## src/rtl/calc_audio_pkg.sv

```systemverilog
// Shared types and word vocabulary for the talking-calculator audio path.
// Word indices map 1:1 onto flash clips through phrase_addr_rom.
package calc_audio_pkg;

    typedef logic [4:0]  word_idx_t;
    typedef logic [23:0] flash_addr_t;

    localparam int NUM_WORDS = 24;

    typedef enum logic [2:0] {
        S_IDLE,
        S_FETCH,
        S_LOOKUP,
        S_LAUNCH,
        S_PLAY,
        S_GAP,
        S_NEXT
    } seq_state_t;

    localparam word_idx_t W_ZERO     = 5'd0;
    localparam word_idx_t W_ONE      = 5'd1;
    localparam word_idx_t W_TWO      = 5'd2;
    localparam word_idx_t W_THREE    = 5'd3;
    localparam word_idx_t W_FOUR     = 5'd4;
    localparam word_idx_t W_FIVE     = 5'd5;
    localparam word_idx_t W_SIX      = 5'd6;
    localparam word_idx_t W_SEVEN    = 5'd7;
    localparam word_idx_t W_EIGHT    = 5'd8;
    localparam word_idx_t W_NINE     = 5'd9;
    localparam word_idx_t W_PLUS     = 5'd10;
    localparam word_idx_t W_MINUS    = 5'd11;
    localparam word_idx_t W_TIMES    = 5'd12;
    localparam word_idx_t W_DIVIDE   = 5'd13;
    localparam word_idx_t W_EQUALS   = 5'd14;
    localparam word_idx_t W_POINT    = 5'd15;
    localparam word_idx_t W_ERROR    = 5'd16;
    localparam word_idx_t W_HUNDRED  = 5'd17;
    localparam word_idx_t W_THOUSAND = 5'd18;
    localparam word_idx_t W_MILLION  = 5'd19;
    localparam word_idx_t W_NEGATIVE = 5'd20;
    localparam word_idx_t W_CLEAR    = 5'd21;
    localparam word_idx_t W_MEMORY   = 5'd22;
    localparam word_idx_t W_PERCENT  = 5'd23;

endpackage

```

## src/rtl/phrase_addr_rom.sv

```systemverilog
// Word index -> flash clip window {first byte, last byte}; one-cycle registered read.
// Clips sit on 32 KiB slots starting at 0x010000; unknown indices read as zero.
module phrase_addr_rom
    import calc_audio_pkg::*;
(
    input  logic        clk,
    input  word_idx_t   idx,
    output flash_addr_t start_addr,
    output flash_addr_t end_addr
);

    flash_addr_t start_next;
    flash_addr_t end_next;

    always_comb begin
        start_next = '0;
        end_next   = '0;
        case (idx)
            W_ZERO:     {start_next, end_next} = {24'h010000, 24'h012FFF};
            W_ONE:      {start_next, end_next} = {24'h018000, 24'h01B0FF};
            W_TWO:      {start_next, end_next} = {24'h020000, 24'h0231FF};
            W_THREE:    {start_next, end_next} = {24'h028000, 24'h02B2FF};
            W_FOUR:     {start_next, end_next} = {24'h030000, 24'h0333FF};
            W_FIVE:     {start_next, end_next} = {24'h038000, 24'h03B4FF};
            W_SIX:      {start_next, end_next} = {24'h040000, 24'h0435FF};
            W_SEVEN:    {start_next, end_next} = {24'h048000, 24'h04B6FF};
            W_EIGHT:    {start_next, end_next} = {24'h050000, 24'h0537FF};
            W_NINE:     {start_next, end_next} = {24'h058000, 24'h05B8FF};
            W_PLUS:     {start_next, end_next} = {24'h060000, 24'h0639FF};
            W_MINUS:    {start_next, end_next} = {24'h068000, 24'h06BAFF};
            W_TIMES:    {start_next, end_next} = {24'h070000, 24'h073BFF};
            W_DIVIDE:   {start_next, end_next} = {24'h078000, 24'h07BCFF};
            W_EQUALS:   {start_next, end_next} = {24'h080000, 24'h083DFF};
            W_POINT:    {start_next, end_next} = {24'h088000, 24'h08BEFF};
            W_ERROR:    {start_next, end_next} = {24'h090000, 24'h093FFF};
            W_HUNDRED:  {start_next, end_next} = {24'h098000, 24'h09C0FF};
            W_THOUSAND: {start_next, end_next} = {24'h0A0000, 24'h0A41FF};
            W_MILLION:  {start_next, end_next} = {24'h0A8000, 24'h0AC2FF};
            W_NEGATIVE: {start_next, end_next} = {24'h0B0000, 24'h0B43FF};
            W_CLEAR:    {start_next, end_next} = {24'h0B8000, 24'h0BC4FF};
            W_MEMORY:   {start_next, end_next} = {24'h0C0000, 24'h0C45FF};
            W_PERCENT:  {start_next, end_next} = {24'h0C8000, 24'h0CC6FF};
            default:    {start_next, end_next} = '0;
        endcase
    end

    always_ff @(posedge clk) begin
        start_addr <= start_next;
        end_addr   <= end_next;
    end

endmodule

```

## src/rtl/phrase_sequencer.sv

```systemverilog
// Buffers spoken-word indices and launches the flash playback engine once per word,
// with a fixed silence gap after each word and a phrase_done pulse at the end.
module phrase_sequencer
    import calc_audio_pkg::*;
#(
    parameter int QUEUE_DEPTH = 16,
    parameter int WORD_W      = 5,
    parameter int NUM_WORDS   = calc_audio_pkg::NUM_WORDS,
    parameter int ADDR_W      = 24,
    parameter int GAP_CYCLES  = 500000
) (
    input  logic              clk50M,
    input  logic              reset,
    input  logic              push,
    input  logic [WORD_W-1:0] push_word,
    input  logic              speak,
    input  logic              flush,
    output logic              full,
    output logic              empty,
    output logic              busy,
    output logic              phrase_done,
    output logic              overflow,
    output logic              bad_word,
    output logic              play_start,
    output logic [ADDR_W-1:0] play_start_addr,
    output logic [ADDR_W-1:0] play_end_addr,
    input  logic              play_done,
    output logic              silent
);

    localparam int PTR_W = $clog2(QUEUE_DEPTH);
    localparam int CNT_W = PTR_W + 1;
    localparam int GAP_W = $clog2(GAP_CYCLES + 1);
    localparam logic [CNT_W-1:0] DEPTH_CNT = CNT_W'(QUEUE_DEPTH);
    localparam logic [GAP_W-1:0] GAP_LAST  = GAP_W'(GAP_CYCLES - 1);
    localparam word_idx_t        LAST_WORD = word_idx_t'(NUM_WORDS - 1);

    logic [WORD_W-1:0] mem [QUEUE_DEPTH];
    logic [PTR_W-1:0]  wr_ptr_reg, rd_ptr_reg;
    logic [CNT_W-1:0]  count_reg;
    logic              overflow_reg, bad_word_reg;
    logic              pop, wr_en;

    seq_state_t        state_reg, state_next;
    logic [GAP_W-1:0]  gap_cnt_reg, gap_cnt_next;
    logic              latch_addr, set_bad;
    word_idx_t         fetch_idx_reg;
    flash_addr_t       rom_start, rom_end;
    logic [ADDR_W-1:0] start_addr_reg, end_addr_reg;

    assign full     = (count_reg == DEPTH_CNT);
    assign empty    = (count_reg == '0);
    assign overflow = overflow_reg;
    assign bad_word = bad_word_reg;
    assign busy     = (state_reg != S_IDLE);
    assign silent   = !((state_reg == S_LAUNCH) || (state_reg == S_PLAY));
    assign play_start_addr = start_addr_reg;
    assign play_end_addr   = end_addr_reg;

    // A pop frees a slot in the same cycle, so a full queue still accepts that push.
    assign pop   = (state_reg == S_FETCH) && !empty;
    assign wr_en = push && !flush && (!full || pop);

    always_ff @(posedge clk50M) begin
        if (wr_en) begin
            mem[wr_ptr_reg] <= push_word;
        end
    end

    always_ff @(posedge clk50M) begin
        if (reset || flush) begin
            wr_ptr_reg   <= '0;
            rd_ptr_reg   <= '0;
            count_reg    <= '0;
            overflow_reg <= 1'b0;
        end else begin
            if (wr_en) wr_ptr_reg <= wr_ptr_reg + 1'b1;
            if (pop)   rd_ptr_reg <= rd_ptr_reg + 1'b1;
            case ({wr_en, pop})
                2'b10:   count_reg <= count_reg + 1'b1;
                2'b01:   count_reg <= count_reg - 1'b1;
                default: count_reg <= count_reg;
            endcase
            if (push && full && !pop) overflow_reg <= 1'b1;
        end
    end

    phrase_addr_rom u_rom (
        .clk        (clk50M),
        .idx        (word_idx_t'(mem[rd_ptr_reg])),
        .start_addr (rom_start),
        .end_addr   (rom_end)
    );

    // Tracks the index the ROM is looking up so LOOKUP can reject out-of-range words.
    always_ff @(posedge clk50M) begin
        fetch_idx_reg <= word_idx_t'(mem[rd_ptr_reg]);
    end

    always_comb begin
        state_next   = state_reg;
        gap_cnt_next = '0;
        play_start   = 1'b0;
        phrase_done  = 1'b0;
        latch_addr   = 1'b0;
        set_bad      = 1'b0;
        case (state_reg)
            S_IDLE:   if (speak && !empty) state_next = S_FETCH;
            S_FETCH:  state_next = empty ? S_NEXT : S_LOOKUP;
            S_LOOKUP: begin
                if (fetch_idx_reg > LAST_WORD) begin
                    set_bad    = 1'b1;
                    state_next = S_NEXT;
                end else begin
                    latch_addr = 1'b1;
                    state_next = S_LAUNCH;
                end
            end
            S_LAUNCH: begin
                play_start = 1'b1;
                state_next = S_PLAY;
            end
            S_PLAY:   if (play_done) state_next = S_GAP;
            S_GAP: begin
                if (gap_cnt_reg == GAP_LAST) state_next = S_NEXT;
                else                         gap_cnt_next = gap_cnt_reg + 1'b1;
            end
            S_NEXT: begin
                if (!empty) begin
                    state_next = S_FETCH;
                end else begin
                    state_next  = S_IDLE;
                    phrase_done = 1'b1;
                end
            end
            default:  state_next = S_IDLE;
        endcase
    end

    always_ff @(posedge clk50M) begin
        if (reset) begin
            state_reg      <= S_IDLE;
            gap_cnt_reg    <= '0;
            bad_word_reg   <= 1'b0;
            start_addr_reg <= '0;
            end_addr_reg   <= '0;
        end else begin
            state_reg   <= state_next;
            gap_cnt_reg <= gap_cnt_next;
            if (set_bad) bad_word_reg <= 1'b1;
            if (latch_addr) begin
                start_addr_reg <= rom_start;
                end_addr_reg   <= rom_end;
            end
        end
    end

endmodule

```

## config.mk

```make
export PLATFORM = sky130hd
export DESIGN_NAME = phrase_sequencer
export DESIGN_NICKNAME = d
export VERILOG_FILES = /design/src/rtl/calc_audio_pkg.sv /design/src/rtl/phrase_addr_rom.sv /design/src/rtl/phrase_sequencer.sv
export SDC_FILE = /design/constraint.sdc
export NUM_CORES = 1
export LEC_CHECK = 0
export BUFFER_PORTS_ARGS = -buffer_cell sky130_fd_sc_hd__clkbuf_2
export CAP_MARGIN = 20
export CORE_ASPECT_RATIO = 1.75
export CORE_MARGIN = 4
export CORE_UTILIZATION = 35
export CTS_BUF_LIST = sky130_fd_sc_hd__clkbuf_4 sky130_fd_sc_hd__clkbuf_8
export DETAILED_ROUTE_END_ITERATION = 10
export PLACE_DENSITY_LB_ADDON = 0.2
export SYNTH_ARGS = -nofsm -noshare
export SYNTH_HDL_FRONTEND = slang
export SYNTH_SLANG_ARGS = --single-unit
```

## constraint.sdc

```tcl
create_clock -name clk50M -period 3.95 [get_ports clk50M]
set_input_delay 0.79 -clock clk50M [delete_from_list [all_inputs] [get_ports clk50M]]
set_output_delay 0.79 -clock clk50M [all_outputs]
set_load 0.02 [all_outputs]
```

==> qor.yml, run 1 <==
detailed_routing:
  drcViolationCount: 0
  ant_nets: 0
  viasPerCell: 4.69
  wl_per_cell_um: 14.8
  route.vias.total: 3660
  drt_iter0_markers: 239
  dr.pass1.iters: 4
  wirelength_um: 11600
cts:
  cts_hold_buf: 0
  ctsResizeCount: 0
  path_clk_slew_ns: 0.10
  htree_num_levels: 4
  clock_path_buffers: 2
  post_cts_buffers: 0
  cts_tree: "done"
  numCtsBuffers: 17
  cts_num_sinks: 149
  clockRootBuffer: "clkbuf_8"
  clk_latency_ns: 0.45
global_routing:
  gr-usage-all-layers: 0.121
  grt_first_pass_wirelength_um: 18400
  first_global_vias: 3658
  grt_antenna_before_repair: 0
  grt_max_degree: 20
  overflow: 0
yosys:
  ys_warn_count: 0
  ys_top_cells_by_count: "edfxtp_1 (80), dfxtp_1 (69), nor2_1 (62), nand2_1 (51), buf_4 (35)"
  yosysSeqAreaShare: 0.597
  synth_top_area_frac: 0.379
  synth_area_um2: 6340
  synth_ff_type: "edfxtp_1"
  synth.area.top_cells: "edfxtp_1 (38%), dfxtp_1 (22%), mux4_1 (7.0%), buf_4 (4.1%), nor2_1 (3.7%)"
  syn_inst: 505
  synth_cell_types: 49
  postSynthAreaPerCell_um2: 12.6
  synth_top_cell_by_area: "edfxtp_1"
  yosysMostFrequentCell: "edfxtp_1"
  synth-async-reset-ratio: 0
  synth_edf_count: 80
  synth-seq-cells: 149
power_and_ir_drop:
  ir_drop_v: 0.000208
  p_per_area_nw_per_um2: 468
  leakage_nw: 2.41
floorplanning:
  io-pin-count: 67
  die-height_um: 186
  dieArea_um2: 20400
  start_util: 0.360
  row_count: 64
  chipWidth_um: 110
  core_region_area_um2: 17600
sta:
  rsz0062_at_grt: "false"
  setup_violations: 0
  fin_crit_sh: 0.758
  max_slew.worst_pin.slew_ns: 0.898
  finalClockSkew_ns: 0.0154
  hold_viol: 0
  fin_crit_ns: 2.99
  timing.setup.tns_ns: 0
  fmax_mhz: 334
  relSlewSlack: 0.397
  layout_setup_ws_ns: 0.958
  slew_viol_final: 0
worst_setup_path:
  crit_type: "flop to flop"
  crit_arrival_ns: 3.37
  path_cells: "or3b_1, a21oi_1, nand2_1, inv_1, ha_1, nor2b_1, o21a_1, or4_1, nand3_1, nor3b_1"
  end_kind: "flop"
  max_stage_delay_ns: 0.49
  crit_slowest_cell: "or3b_1"
  cp_max_fo: 10
  worstSetupStartpointType: "flop"
  cp.required_ns: 4.33
layout:
  nets: 561
  final_area_um2: 6970
  drive_gt1_frac: 0.164
  largest_register_ffs: 80
  synthToLayoutAreaGrowth_pct: 10.0
  diodes: 0
place:
  post-dp-hpwl_um: 8420
  place_ws_ns: 0.994
  place_area_um2: 6570
  io_buffers: 43
  gp_congestion: 0.730
worst_hold_path:
  hold_class: "flop to flop"
run:
  maxCapViolations: 0
status:
  status: "completed"
[cell type report]
cell class	instances	area, µm²
well taps	231	289
clock buffers	17	234
multi-input cells	307	2200
clock inverters	15	170
flip-flops and latches	149	3780
fillers	1680	10600
inverters	15	56.3
repair buffers	46	238
[layer usage]
layer | global-route usage | up-vias | routed length, µm
met5 | 0 | - | 0
met4 | 0.0544 | 0 | 242
met3 | 0.0267 | 13 | 440
met2 | 0.231 | 76 | 6590
met1 | 0.120 | 1764 | 4300
li1 | - | 1807 | -
[report_power, final]
part | switching, mW | internal [mW] | total, mW
clock | 0.690 | 0.487 | 1.18
combinational | 0.245 | 0.123 | 0.368
sequential | 0.0472 | 1.67 | 1.72
total | 0.983 | 2.28 | 3.27
[path summary, 6_finish.rpt]
kind	startpoint	endpoint	slack, ns	depth (start not counted)
hold reg to reg	u_rom.end_addr[11]	play_end_addr[11]	0.44	2
setup / recovery	state_reg[0]	count_reg[4]	0.96	10
setup reg to reg	state_reg[0]	count_reg[4]	0.96	10
hold / removal	u_rom.end_addr[11]	play_end_addr[11]	0.44	2
[logic make-up (layout without fill, tap and decap cells)]
kind of cell    after synthesis  in the layout  share of synthesized area
other cells                   1             23                   0.000592
fa+ha+maj                    14             14                     0.0288
mux                          32             32                      0.107
xor+xnor                     26             26                     0.0359
flops                       149            149                      0.597
compound gates               44             44                     0.0428
buf+inv                      71             93                     0.0685
simple gates                168            168                      0.120
[cell usage in the layout, fill, tap and decap left out, types with 2 or more instances in the layout]
cell,instances
and2_1,3
clkbuf_8,17
buf_4,3
nand3_1,7
conb_1,23
nand2b_1,3
mux4_1,17
a21o_1,2
or2_2,2
mux4_2,6
ha_1,13
nand2_1,51
inv_1,15
o211ai_1,2
inv_6,4
dfxtp_1,69
clkinv_8,3
or3_1,2
nor4_1,3
nand4_1,6
or4_1,3
nor3_1,13
nor2b_1,6
o21ai_0,5
edfxtp_1,80
and4_1,2
nor2_1,62
a31oi_1,3
inv_8,7
clkbuf_2,43
xnor2_1,17
a21oi_1,24
xor2_1,9
mux2i_1,7
[through the flow]
stage,util,hold slack (ns),total power [mW],std cells
after global placement,0.373,0.424,2.12,748
final,0.396,0.439,3.27,780
after floorplan,-,0.413,2.07,527
after detailed placement,0.373,0.430,2.13,748
after global routing,0.396,0.459,3.42,780
after CTS,0.396,0.444,3.31,780
[critical path, delay by kind of cell, from the launching register on]
kind	cells	cell delay, ns
and+or+nand+nor	6	1.48
adders and majority gates	1	0.27
DFF	1	0.48
buffers and inverters	1	0.13
AOI/OAI and AO/OA	2	0.56
Power figures use the tool's default switching activity.
==> inputs of run 2 (changes only) <==
==> constraint.sdc (replaced) <==
create_clock -name clk50M -period 3.1 [get_ports clk50M]
set_input_delay 0.62 -clock clk50M [delete_from_list [all_inputs] [get_ports clk50M]]
set_output_delay 0.62 -clock clk50M [all_outputs]
set_load 0.02 [all_outputs]
==> run 2 against run 1 <==
  * Via count rose by 0.96%
  * Total power rose by 28%
  * Global-route usage rose by 1.2 points
  * Critical path depth fell by 3
  * First-iteration DRC count fell by 29%
  * Sequential cell count did not move
  * Utilization rose by 0.42 points
  * Die area did not move
==> qor.yml, run 2 (same netlist as run 1, synthesis figures left out) <==
worst_setup_path:
  worstSetupStartpointType: "flop"
  crit_top_cell: "inv_1"
  worst-path-buf-inv: 2
  path_cells: "mux4_1, mux4_2, inv_1, ha_1, inv_1, o31ai_1, o41a_1"
  crit_family: "multiplexers"
  crit_arrival_ns: 3.22
  crit_slowest_cell: "dfxtp_1"
  max_stage_delay_ns: 0.73
  crit_type: "flop to flop"
  end_kind: "flop"
  cp_max_fo: 11
  cp.required_ns: 3.49
global_routing:
  grt_antenna_before_repair: 0
  gr-usage-all-layers: 0.132
  first_global_vias: 3740
  overflow: 0
  grt_first_pass_wirelength_um: 20000
  grt_max_degree: 20
detailed_routing:
  route.vias.total: 3695
  drt_iter0_markers: 169
  met3_length_um: 433
  viasPerCell: 4.68
  drcViolationCount: 0
  ant_nets: 0
  route.met2.wl_um: 7020
  dr.pass1.iters: 4
  met1_length_um: 4630
  top_layer_used: "met4"
  wl_per_cell_um: 15.6
  wirelength_um: 12400
floorplanning:
  row_count: 64
  dieArea_um2: 20400
  io-pin-count: 67
  chipWidth_um: 110
  start_util: 0.360
  die-height_um: 186
  core_region_area_um2: 17600
place:
  gp_congestion: 0.765
  io_buffers: 43
  post-dp-hpwl_um: 9290
  place_area_um2: 6650
  place_ws_ns: 0.250
cts:
  htree_num_levels: 4
  post_cts_buffers: 0
  clk_latency_ns: 0.45
  clock_path_buffers: 2
  cts_tree: "done"
  cts_hold_buf: 0
  clockRootBuffer: "clkbuf_8"
  numCtsBuffers: 17
  ctsResizeCount: 0
  cts_num_sinks: 149
  path_clk_slew_ns: 0.09
power_and_ir_drop:
  p_comb_frac: 0.113
  seqPwrFrac: 0.523
  switchingPower_mw: 1.17
  leakage_nw: 2.46
  clkPwrFrac: 0.364
  switching_share: 0.278
  p_per_area_nw_per_um2: 595
  ir_drop_v: 0.000254
  p_int_mw: 3.03
run:
  maxCapViolations: 0
layout:
  fin_util: 0.400
  nets: 571
  final_area_um2: 7050
  drive_gt1_frac: 0.177
  synthToLayoutAreaGrowth_pct: 11.2
  mostFrequentLayoutCells: "edfxtp_1 (80), dfxtp_1 (69), nor2_1 (62)"
  final_common_cell: "edfxtp_1"
  diodes: 0
  largest_register_ffs: 80
worst_hold_path:
  hold_class: "flop to flop"
sta:
  fmax_mhz: 353
  setup_violations: 0
  layout_setup_ws_ns: 0.267
  fin_crit_ns: 2.83
  max_slew.worst_pin.slew_ns: 0.826
  slew_viol_final: 0
  fin_crit_sh: 0.914
  timing.setup.tns_ns: 0
  hold_viol: 0
  relSlewSlack: 0.434
  finalClockSkew_ns: 0.0174
  holdWs_ns: 0.438
  rsz0062_at_grt: "false"
status:
  status: "completed"
## run 2: changes by cell type in the layout (fill, tap and decap cells not counted)
| cell | previous run | this run |
|---|---|---|
| clkinv_8 | 3 | 0 |
| buf_4 | 3 | 13 |
| inv_8 | 7 | 3 |
| clkinv_4 | 0 | 1 |
| clkinv_1 | 0 | 1 |
| clkinvlp_4 | 1 | 3 |
| bufinv_16 | 0 | 2 |
| clkinv_2 | 0 | 1 |
## run 2: routing by layer
layer,vias up,track usage
li1,1828,-
met1,1772,0.135
met2,77,0.248
met3,18,0.0295
met4,0,0.0634
met5,-,0
## run 2: final timing paths
path	start	endpoint	slack, ns	cells after the start
min	u_rom.end_addr[11]	play_end_addr[11]	0.44	2
max reg2reg	flop	u_rom.end_addr[12]	0.27	7
max	flop	u_rom.end_addr[12]	0.27	7
min reg2reg	u_rom.end_addr[11]	play_end_addr[11]	0.44	2
## run 2: power groups by stage
stage / combinational [mW] / sequential [mW] / clock (mW)
2_1_floorplan: 0.405 / 2.23 / 0
3_3_place_gp: 0.473 / 2.24 / 0
3_5_place_dp: 0.481 / 2.24 / 0
4_1_cts: 0.482 / 2.20 / 1.57
5_1_grt: 0.530 / 2.21 / 1.66
6_report: 0.473 / 2.20 / 1.53
## run 2: metrics by stage
stage / power (mW) / cells
2_1_floorplan: 2.64 / 527
3_3_place_gp: 2.71 / 758
3_5_place_dp: 2.72 / 758
4_1_cts: 4.25 / 790
5_1_grt: 4.40 / 790
6_report: 4.20 / 790
## run 2: cell type report
class,instances,area (µm²)
fill,1696,10600
sequential,149,3780
multi-input combinational,307,2200
timing repair buffer,56,313
tap,231,289
clock buffer,17,234
clock inverter,15,169
inverter,15,56.3
## run 2: worst reg2reg max path: stages, from the launching register on
cell and delay (ns):
dfxtp_1 0.73, mux4_1 0.68, mux4_2 0.54, inv_1 0.11, ha_1 0.18, inv_1 0.06
o31ai_1 0.29, o41a_1 0.19
